File: src/rtl/aes_pkg.sv
// AES-128 key-schedule types, constants and the SubWord helper.
// Latency: none (declarations and a combinational function only).
// Backpressure: not applicable.
package aes_pkg;

    typedef logic [0:127] round_key_t;
    typedef logic [3:0]   round_idx_t;

    typedef enum logic [1:0] {
        IDLE,
        EXPAND,
        DONE
    } sched_state_t;

    // Round constants for expansion rounds 1..10, indexed by round-1.
    localparam logic [7:0] RCON [0:9] = '{
        8'h01, 8'h02, 8'h04, 8'h08, 8'h10, 8'h20, 8'h40, 8'h80, 8'h1b, 8'h36
    };

    localparam logic [7:0] SBOX [0:255] = '{
        8'h63, 8'h7c, 8'h77, 8'h7b, 8'hf2, 8'h6b, 8'h6f, 8'hc5, 8'h30, 8'h01, 8'h67, 8'h2b, 8'hfe, 8'hd7, 8'hab, 8'h76,
        8'hca, 8'h82, 8'hc9, 8'h7d, 8'hfa, 8'h59, 8'h47, 8'hf0, 8'had, 8'hd4, 8'ha2, 8'haf, 8'h9c, 8'ha4, 8'h72, 8'hc0,
        8'hb7, 8'hfd, 8'h93, 8'h26, 8'h36, 8'h3f, 8'hf7, 8'hcc, 8'h34, 8'ha5, 8'he5, 8'hf1, 8'h71, 8'hd8, 8'h31, 8'h15,
        8'h04, 8'hc7, 8'h23, 8'hc3, 8'h18, 8'h96, 8'h05, 8'h9a, 8'h07, 8'h12, 8'h80, 8'he2, 8'heb, 8'h27, 8'hb2, 8'h75,
        8'h09, 8'h83, 8'h2c, 8'h1a, 8'h1b, 8'h6e, 8'h5a, 8'ha0, 8'h52, 8'h3b, 8'hd6, 8'hb3, 8'h29, 8'he3, 8'h2f, 8'h84,
        8'h53, 8'hd1, 8'h00, 8'hed, 8'h20, 8'hfc, 8'hb1, 8'h5b, 8'h6a, 8'hcb, 8'hbe, 8'h39, 8'h4a, 8'h4c, 8'h58, 8'hcf,
        8'hd0, 8'hef, 8'haa, 8'hfb, 8'h43, 8'h4d, 8'h33, 8'h85, 8'h45, 8'hf9, 8'h02, 8'h7f, 8'h50, 8'h3c, 8'h9f, 8'ha8,
        8'h51, 8'ha3, 8'h40, 8'h8f, 8'h92, 8'h9d, 8'h38, 8'hf5, 8'hbc, 8'hb6, 8'hda, 8'h21, 8'h10, 8'hff, 8'hf3, 8'hd2,
        8'hcd, 8'h0c, 8'h13, 8'hec, 8'h5f, 8'h97, 8'h44, 8'h17, 8'hc4, 8'ha7, 8'h7e, 8'h3d, 8'h64, 8'h5d, 8'h19, 8'h73,
        8'h60, 8'h81, 8'h4f, 8'hdc, 8'h22, 8'h2a, 8'h90, 8'h88, 8'h46, 8'hee, 8'hb8, 8'h14, 8'hde, 8'h5e, 8'h0b, 8'hdb,
        8'he0, 8'h32, 8'h3a, 8'h0a, 8'h49, 8'h06, 8'h24, 8'h5c, 8'hc2, 8'hd3, 8'hac, 8'h62, 8'h91, 8'h95, 8'he4, 8'h79,
        8'he7, 8'hc8, 8'h37, 8'h6d, 8'h8d, 8'hd5, 8'h4e, 8'ha9, 8'h6c, 8'h56, 8'hf4, 8'hea, 8'h65, 8'h7a, 8'hae, 8'h08,
        8'hba, 8'h78, 8'h25, 8'h2e, 8'h1c, 8'ha6, 8'hb4, 8'hc6, 8'he8, 8'hdd, 8'h74, 8'h1f, 8'h4b, 8'hbd, 8'h8b, 8'h8a,
        8'h70, 8'h3e, 8'hb5, 8'h66, 8'h48, 8'h03, 8'hf6, 8'h0e, 8'h61, 8'h35, 8'h57, 8'hb9, 8'h86, 8'hc1, 8'h1d, 8'h9e,
        8'he1, 8'hf8, 8'h98, 8'h11, 8'h69, 8'hd9, 8'h8e, 8'h94, 8'h9b, 8'h1e, 8'h87, 8'he9, 8'hce, 8'h55, 8'h28, 8'hdf,
        8'h8c, 8'ha1, 8'h89, 8'h0d, 8'hbf, 8'he6, 8'h42, 8'h68, 8'h41, 8'h99, 8'h2d, 8'h0f, 8'hb0, 8'h54, 8'hbb, 8'h16
    };

    // S-box applied to each byte of a big-endian word.
    function automatic logic [0:31] sub_word(input logic [0:31] w);
        return {SBOX[w[0:7]], SBOX[w[8:15]], SBOX[w[16:23]], SBOX[w[24:31]]};
    endfunction

endpackage

File: src/rtl/aes_key_round.sv
// One AES-128 key-expansion round step: previous round key + RCON -> next round key.
// Latency: purely combinational.
// Backpressure: none; the caller decides when to capture rk_out.
// Ports: rk_in (previous round key, big-endian), rcon (round constant byte),
//        rk_out (next round key).
module aes_key_round
    import aes_pkg::*;
(
    input  logic [0:127] rk_in,
    input  logic [7:0]   rcon,
    output logic [0:127] rk_out
);

    logic [0:31] w0, w1, w2, w3;
    logic [0:31] temp;
    logic [0:31] n0, n1, n2, n3;

    assign w0 = rk_in[0:31];
    assign w1 = rk_in[32:63];
    assign w2 = rk_in[64:95];
    assign w3 = rk_in[96:127];

    // RotWord moves byte 0 of w3 to the end before substitution.
    assign temp = sub_word({w3[8:31], w3[0:7]}) ^ {rcon, 24'h000000};

    // Chained XOR: each new word folds in the one produced just before it.
    assign n0 = w0 ^ temp;
    assign n1 = w1 ^ n0;
    assign n2 = w2 ^ n1;
    assign n3 = w3 ^ n2;

    assign rk_out = {n0, n1, n2, n3};

endmodule

File: src/rtl/aes_key_sched_ctrl.sv
// Iterative AES-128 key schedule: one expansion round per clock into an 11-entry round-key file.
// Latency: sched_valid 10 cycles after key accept; read port returns data 1 cycle after rd_en.
// Backpressure: key_ready low while expanding; key must be held until key_ready; clear aborts.
// Ports: clk/n_rst; key_in/key_valid/key_ready (key load handshake); clear (sync abort);
//        sched_valid/busy (status); rd_en/rd_round -> rd_key/rd_valid (registered read port).
module aes_key_sched_ctrl
    import aes_pkg::*;
#(
    parameter int NR    = 10,  // only 10 (AES-128) is supported
    parameter int KEY_W = 128
) (
    input  logic             clk,
    input  logic             n_rst,
    input  logic [0:KEY_W-1] key_in,
    input  logic             key_valid,
    output logic             key_ready,
    input  logic             clear,
    output logic             sched_valid,
    output logic             busy,
    input  logic             rd_en,
    input  logic [3:0]       rd_round,
    output logic [0:KEY_W-1] rd_key,
    output logic             rd_valid
);

    sched_state_t state_q, state_d;
    round_idx_t   cnt_q, cnt_d;
    round_key_t   rk_q [0:10];

    logic         wr_en;
    round_idx_t   wr_idx;
    round_key_t   wr_dat;

    round_idx_t   src_idx;
    round_key_t   step_out;

    // Round i is built from entry i-1; round_cnt is 1..10 whenever the step is used,
    // the zero guard only keeps the index in range while idle.
    assign src_idx = (cnt_q == 4'd0) ? 4'd0 : cnt_q - 4'd1;

    aes_key_round u_round (
        .rk_in  (rk_q[src_idx]),
        .rcon   (RCON[src_idx]),
        .rk_out (step_out)
    );

    assign key_ready   = (state_q != EXPAND);
    assign busy        = (state_q == EXPAND);
    assign sched_valid = (state_q == DONE);

    always_comb begin
        state_d = state_q;
        cnt_d   = cnt_q;
        wr_en   = 1'b0;
        wr_idx  = cnt_q;
        wr_dat  = step_out;
        if (clear) begin
            // Abort wins over a simultaneous accept; storage is left as is.
            state_d = IDLE;
            cnt_d   = 4'd0;
        end else begin
            case (state_q)
                IDLE, DONE: begin
                    if (key_valid) begin
                        state_d = EXPAND;
                        cnt_d   = 4'd1;
                        wr_en   = 1'b1;
                        wr_idx  = 4'd0;
                        wr_dat  = key_in;
                    end
                end
                EXPAND: begin
                    wr_en = 1'b1;
                    // Counter parks at the last round rather than running past it.
                    if (cnt_q == round_idx_t'(NR)) begin
                        state_d = DONE;
                    end else begin
                        cnt_d = cnt_q + 4'd1;
                    end
                end
                default: state_d = IDLE;
            endcase
        end
    end

    always_ff @(posedge clk or negedge n_rst) begin
        if (!n_rst) begin
            state_q <= IDLE;
            cnt_q   <= 4'd0;
        end else begin
            state_q <= state_d;
            cnt_q   <= cnt_d;
        end
    end

    always_ff @(posedge clk or negedge n_rst) begin
        if (!n_rst) begin
            for (int i = 0; i < 11; i++) begin
                rk_q[i] <= '0;
            end
        end else if (wr_en) begin
            rk_q[wr_idx] <= wr_dat;
        end
    end

    // Registered read: a same-edge write to the addressed entry is not visible yet.
    always_ff @(posedge clk or negedge n_rst) begin
        if (!n_rst) begin
            rd_key   <= '0;
            rd_valid <= 1'b0;
        end else if (rd_en) begin
            rd_valid <= 1'b1;
            rd_key   <= (rd_round <= 4'd10) ? rk_q[rd_round] : '0;
        end else begin
            rd_valid <= 1'b0;
        end
    end

endmodule

File: config.mk
export PLATFORM = sky130hd
export DESIGN_NAME = aes_key_sched_ctrl
export DESIGN_NICKNAME = d
export VERILOG_FILES = /design/src/rtl/aes_pkg.sv /design/src/rtl/aes_key_round.sv /design/src/rtl/aes_key_sched_ctrl.sv
export SDC_FILE = /design/constraint.sdc
export NUM_CORES = 2
export LEC_CHECK = 0
export ABC_AREA = 1
export ABC_CLOCK_PERIOD_IN_PS = 6200
export BUFFER_PORTS_ARGS = -buffer_cell sky130_fd_sc_hd__buf_4
export CAP_MARGIN = 5
export CORE_MARGIN = 1.5
export CORE_UTILIZATION = 30
export CTS_CLUSTER_DIAMETER = 120
export CTS_CLUSTER_SIZE = 25
export DETAILED_ROUTE_END_ITERATION = 10
export SLEW_MARGIN = 30
export SYNTH_ARGS = -nofsm -noshare
export SYNTH_HDL_FRONTEND = slang
export SYNTH_SLANG_ARGS = --single-unit
File: constraint.sdc
create_clock -name clk -period 6.2 [get_ports clk]
set_clock_uncertainty 0.15 [all_clocks]
set_input_delay 0 -clock clk [delete_from_list [all_inputs] [get_ports clk]]
set_output_delay 0 -clock clk [all_outputs]
set_load 0.02 [all_outputs]
### Yosys cells after proc, flatten, opt, wreduce, memory -nomap -nowiden

Memories as Yosys holds them, arrays and structs flattened.
Index checks and enable logic that the tools add are counted.

| storage, ports and cells | value |
|---|---|
| register bits after elaboration | 1543 |
| memory bits (read-only) | 8320 |
| word-level logic and storage cells | 96 |
| memories | 5 |

Memories:

| memory | words | width | read ports | clocked after memory_dff | write ports | RTL line | text |
|---|---|---|---|---|---|---|---|
| (no name shown) | 256 | 8 | 1 | 0 | 0 | aes_pkg.sv:41 | `return {SBOX[w[0:7]], SBOX[w[8:15]], SBOX[w[16:23]], SBOX[w[24:31]]};` |
| (no name shown) | 256 | 8 | 1 | 0 | 0 | aes_pkg.sv:41 |  |
| (no name shown) | 256 | 8 | 1 | 0 | 0 | aes_pkg.sv:41 |  |
| (no name shown) | 256 | 8 | 1 | 0 | 0 | aes_pkg.sv:41 |  |
| (no name shown) | 16 | 8 | 1 | 0 | 0 | aes_key_sched_ctrl.sv:43 | `.rcon (RCON[src_idx]),` |

| cells by class | value |
|---|---|
| add/subtract/negate cells | 2 |
| order comparisons | 9 |
| equal/unequal tests | 7 |
| multiplexer cells | 39 |
| bitwise logic cells | 12 |
| reduce and logical (&&, ||, !) cells | 7 |

Operators by type and width:

| cell | number |
|---|---|
| 1408-bit bitwise mux | 1 |
| 128-bit 2-to-1 mux | 9 |
| 128-bit binary-select mux with 4-bit select | 2 |
| 128-bit demux with 4-bit select | 1 |
| 32-bit bitwise XOR | 5 |
| 8-bit 2-to-1 mux | 10 |
| 9-bit >= comparator (second input constant) | 4 |
| 8-bit inverter with 9-bit output | 4 |
| 4-bit 2-to-1 mux | 7 |
| 5-bit >= comparator (second input constant) | 3 |
| 4-bit inverter with 5-bit output | 3 |
| 4-bit one-hot mux with 2 select lines | 1 |
| 2-bit 2-to-1 mux | 3 |
| 3-bit != test (second input constant) | 2 |
| 5-bit by 1-bit < comparator with 1-bit output (second input constant) | 1 |
| 4-bit by 1-bit adder with 4-bit output (second input constant) | 1 |
| 4-bit == test (second input constant) | 1 |
| 4-bit <= comparator (second input constant) | 1 |
| 4-bit zero test | 1 |
| 2-bit one-hot mux with 2 select lines | 1 |
| 4-bit by 1-bit subtractor with 4-bit output (second input constant) | 1 |
| 1-bit 2-to-1 mux | 3 |
| 3-bit by 2-bit != test with 1-bit output (second input constant) | 1 |
| 3-bit AND reduction | 1 |
| other kinds (9) | 9 |

### Depth between registers and ports, before layout

| depth | value |
|---|---|
| depth in word-level cells | 19 |
| mapped depth | 44 |
| depth with buffers taken out | 33 |

### By module

Synthesis repeated with hierarchy kept, for this count alone.

| unflattened totals | value |
|---|---|
| cell total of the unflattened synthesis | 15862 |
| area total of the unflattened synthesis | 101817.7 um^2 |

By module, submodules not included:

| module | times used | cells an instance | area an instance (um^2) |
|---|---|---|---|
| aes_key_sched_ctrl | 1 | 12761 | 87071.0 |
| aes_key_round | 1 | 3101 | 14746.6 |

### Least setup slack after synthesis

Ideal clock, no wire load.

| timing path | value |
|---|---|
| path type | register to register |
| from | reg cnt_q[0] |
| to | reg rk_q[275] in the netlist's numbering |
| arrival time | 5.329 ns |
| data required time | 5.932 ns |
| slack | 0.603 ns |
| stages on the path, launching flop included | 42 |
| period minus slack after synthesis | 5.597 ns |
| cells stage by stage | dfrtp_1 > buf_2 > clkinv_2 > buf_2 > buf_4 > buf_4 > buf_4 > buf_2 > buf_4 > buf_4 > ha_1 > inv_1 > nand2_2 > nand2_4 > buf_6 > buf_6 > buf_6 > nand3_1 > [... 6 more ...] > nand4_1 > a21oi_1 > nand2_1 > nand3_1 > nand3_1 > nand2_1 > nand2_1 > nand2_1 > nand2_1 > nand2_1 > nand2_1 > nand3_1 > nand2_1 > nand2_2 > nand2_1 > buf_4 > nand3_1 > nand2_1 |

| between the ends | value |
|---|---|
| cells in the longest elaborated chain, start to end | 19 |
| elaborated cells between the ends (all ways) | 29 |
| those cells by class | add/sub: 1; order compare: 2; mux: 15; bitwise: 8; reduce/logical: 2; memory: 1 |

Ends and longest elaborated chain:

| what | RTL line | text |
|---|---|---|
| start: declaration | aes_key_sched_ctrl.sv:27 | `round_idx_t cnt_q, cnt_d;` |
| start signal: assignment | aes_key_sched_ctrl.sv:92 | `cnt_q <= cnt_d;` |
| 4-bit by 1-bit subtractor with 4-bit output / 4-bit zero test (equally long branches) | aes_key_sched_ctrl.sv:39 | `assign src_idx = (cnt_q == 4'd0) ? 4'd0 : cnt_q - 4'd1;` |
| 4-bit 2-to-1 mux | aes_key_sched_ctrl.sv:39 |  |
| 4-bit inverter with 5-bit output (not written as such) | aes_key_sched_ctrl.sv:42 | `.rk_in (rk_q[src_idx]),` |
| 128-bit binary-select mux with 4-bit select | aes_key_sched_ctrl.sv:42 |  |
| 128-bit 2-to-1 mux (not written as such) (2 in a row) | aes_key_sched_ctrl.sv:42 |  |
| 8-bit inverter with 9-bit output (not written as such) | aes_pkg.sv:41 |  |
| memory read 256 x 8 bit | n/a |  |
| 8-bit 2-to-1 mux (not written as such) (2 in a row) | aes_pkg.sv:41 |  |
| 32-bit bitwise XOR | aes_key_round.sv:24 | `assign temp = sub_word({w3[8:31], w3[0:7]}) ^ {rcon, 24'h000000};` |
| 32-bit bitwise XOR | aes_key_round.sv:27 | `assign n0 = w0 ^ temp;` |
| 32-bit bitwise XOR | aes_key_round.sv:28 | `assign n1 = w1 ^ n0;` |
| 32-bit bitwise XOR | aes_key_round.sv:29 | `assign n2 = w2 ^ n1;` |
| 32-bit bitwise XOR | aes_key_round.sv:30 | `assign n3 = w3 ^ n2;` |
| 128-bit 2-to-1 mux | aes_key_sched_ctrl.sv:64 | `if (key_valid) begin` |
| 128-bit 2-to-1 mux | aes_key_sched_ctrl.sv:62 | `case (state_q)` |
| 128-bit 2-to-1 mux | aes_key_sched_ctrl.sv:57 | `if (clear) begin` |
| 1408-bit bitwise mux (*) | aes_key_sched_ctrl.sv:102 | `rk_q[wr_idx] <= wr_dat;` |
| end signal: indexed assignment | aes_key_sched_ctrl.sv:102 |  |
| end: declaration | aes_key_sched_ctrl.sv:28 | `round_key_t rk_q [0:10];` |

Every way passes the cells marked *; elsewhere a longest branch is shown, timed or not. The select of a mux whose other input is x is not followed.
A chain may end at the register's enable or synchronous reset.

### Worst setup path after layout

| timing path | value |
|---|---|
| from | reg cnt_q[0] |
| to | reg rk_q[768] in the netlist's numbering |

Same word-level chain as after synthesis.

==> out/qor.csv <==
metric,value,unit
synth top area cells,"dfrtp_1, nand2_1, o21ai_0",
vias in the first global route,98200,
Layout area overhead,10.6,%
"setup slack, reg-to-reg",140,ps
TritonCTS buffer count,76,
iteration count of the initial detailed-routing pass,9,
WP data required,6730,ps
final worst slack,139,ps
Worst Hold End,rk_q[283],
synthesized cell area,98200,µm²
Max Cap Violations,0,
total power divided by cell area,421,nW/µm²
number of port buffers,268,
Via density,5.81,
largest net degree at the start of global routing,167,
Critical Path Fanout Max,19,
most frequent CP cell,nand2_1,
r2r worst-path depth,31,
Root Buffer,clkbuf_16,
layout cell share with drive strength beyond 1,8.28,%
Rel. slew slack,19.7,%
Synth area leader,dfrtp_1,
Synth cell types,50,
worst-margin pin slew,1210,ps
GPL Wtd Cong,1.03,
CP max-delay cell,dfrtp_4,
Critical R2R Launch,cnt_q[0],
met3 Resource Use GR,6.57,%
net switching power,24.5,mW
top post-synthesis cells by count,"nand2_1, o21ai_0, nand3_1, dfrtp_1, inv_1",
Core ar.,325000,µm²
crit path capture type,flip-flop,
Max Clock Freq,0.165,GHz
WL per Instance,27.8,µm
top-area cell type share of the netlist area,39.3,%
drc violations,0,
CTS Sinks,1543,
register area share after synthesis,39.3,%
Final Setup Violations,0,
die area,331000,µm²
status,finished clean,
H-tree levels,3,
GRT Max-Usage Layer,met2,
sequential power share,28.3,%
Clk pwr share,13.4,%
Post-synth top flop,dfrtp_1,
final net count,14100,
Die H,575,µm
Post-synth EDFFs,0,
Synth warnings,0,
CP Class,flip-flop to flip-flop,
Initial Util,30.2,%
Iteration-0 DRC Markers,15500,
CP peak stage delay,540,ps
worst-skew pair later-pin latency,830,ps
CTS tree,yes,
fin. max-slew vios,0,
Critical Path Start Type,flip-flop,
std cell rows,209,
maximum vdd drop,0.000236,V
dpl ws,-139,ps
Mapped Nets,14300,
Final Cycle Share,97.8,%
Synth Register Bits,1543,
Post-Route Utilization,33.4,%
Post-DP Area,104000,µm²
RR Endpoint,rk_q[768],
# IOs,269,
Synth Instances,14100,
hold path start,key_in[100],
initial antenna violation count,39,
clock slew at reported path FFs,120,ps
Sw Share,53.6,%
die width,575,µm
grt ovf,0,
leakage,50.5,nW
first-pass GRT wire length,723,mm
deepest clock path buffer count,3,
Final Instance Area,109000,µm²
Avg Synthesized Cell Area,6.96,µm²
GRT Resource Usage Total,29.5,%
final hold violation count,0,
"Min Clock Period, post-route",6060,ps
"FFs w/ async S/R, synth",100,%
WL final,507,mm
DR vias,106000,
Comb pwr share,58.2,%
most frequent cell after synthesis,nand2_1,
cell depth of the worst hold path,7,
DP Wirelength,316,mm
GR Layer Usage met1,38.4,%
total chip power,45.7,mW
CP arrival,6590,ps
Routed Antenna Nets,0,
Hold Path Class,input port to flip-flop,
met2 usage,43.8,%
Internal,21.2,mW
==> cells by family after synthesis <==
kind of cell	Yosys count	synth area share (%)
flip-flops	1543	39.3
multiplexers	130	1.49
adder cells (fa/ha/maj)	61	0.777
AO/OA/AOI/OAI	3335	19.5
AND/OR/NAND/NOR	6803	29.3
XOR/XNOR	8	0.0713
buffers and inverters	2229	9.60
==> area by class of cell <==
cell class,instances,area (µm²)
Sequential cell,1543,38600
Clock inverter,17,241
Multi-Input combinational cell,10300,50500
Fill cell,35100,216000
Tap cell,4325,5410
Clock buffer,79,1920
Inverter,1069,4140
Timing Repair Buffer,825,7660
Antenna cell,59,148
==> metrics by stage <==
| step | instances | hold WS, ps | TNS [ps] |
|---|---|---|---|
| final | 18300 | 31.3 | 0 |
| after global placement | 17900 | -154 | -3690 |
| after floorplan | 14100 | -446 | 0 |
| after CTS | 18200 | 0.404 | 0 |
| after detailed placement | 17900 | -152 | -1330 |
| after global routing | 18200 | 31.4 | -0.0808 |
==> worst max path at each step <==
stage / cells past startpoint / to / start / slack [ps]
5_1_grt: 32 / rk_q[51] / cnt_q[0] / -0.08
4_1_cts: 29 / rk_q[257] / cnt_q[0] / 100
3_5_place_dp: 29 / rk_q[928] / cnt_q[0] / -140
2_1_floorplan: 41 / rk_q[275] / cnt_q[0] / 600
3_3_place_gp: 29 / rk_q[544] / cnt_q[0] / -180
6_report: 31 / rk_q[768] / cnt_q[0] / 140
==> worst max-delay path: cells and delay by family (launching register included) <==
family / cells / cell delay [ps]
flops: 1 / 540
buf+inv: 5 / 940
fa+ha+maj: 2 / 660
simple gates: 24 / 3580
==> flip-flops by register name (all words and copies together) (netlist names) <==
signal / count
rk_q: 1408
rd_valid: 1
cnt_q: 4
state_q: 2
rd_key: 128
==> cell usage in the layout, fill, tap and decap left out, types with 9 or more instances in the layout <==
master	count
a21oi_1	559
dlygate4sd3_1	164
buf_4	577
diode_2	59
or2_2	11
nor2_1	572
nand3_2	37
mux2_2	128
nor2_4	24
o21ai_1	115
a31oi_1	111
nor2_2	9
nand3_4	9
nand2_1	4151
clkbuf_16	76
o311ai_0	99
o211ai_1	34
inv_1	1016
a221oi_1	106
ha_1	59
nand4_1	31
o22ai_1	93
nand3b_1	27
dfrtp_1	1542
nand2_2	90
nand3_1	1795
inv_8	9
and3_1	30
buf_12	73
o21ai_0	1895
a32o_1	156
inv_2	31
o2111ai_1	80
a22oi_1	68
==> power groups by stage <==
stage | Combinational (mW) | Sequential, mW | Clock (mW)
global route | 28.1 | 13.1 | 6.51
detailed placement | 25.3 | 13.1 | 0
CTS | 25.5 | 12.9 | 6.21
floorplan | 15.1 | 13.0 | 0
global placement | 25.4 | 13.1 | 0
finish | 26.6 | 13.0 | 6.15
==> metal layers <==
metal	wire, µm	share of wire (%)
met3	57400	11
met4	37800	7.5
met5	134	0.026
met1	198000	39
met2	214000	42
==> repair_timing <==
item / CTS / global route
hold buffers: 165 / 0
hold endpoints to repair: 2630 / 0
gates resized for setup: 4 / 31
cloned: 0 / 3
endpoints found under the setup margin: 35 / 448
setup buffers: 3 / 16
pin swaps: 1 / 7
Note: power is estimated with default switching activity, not from simulation.
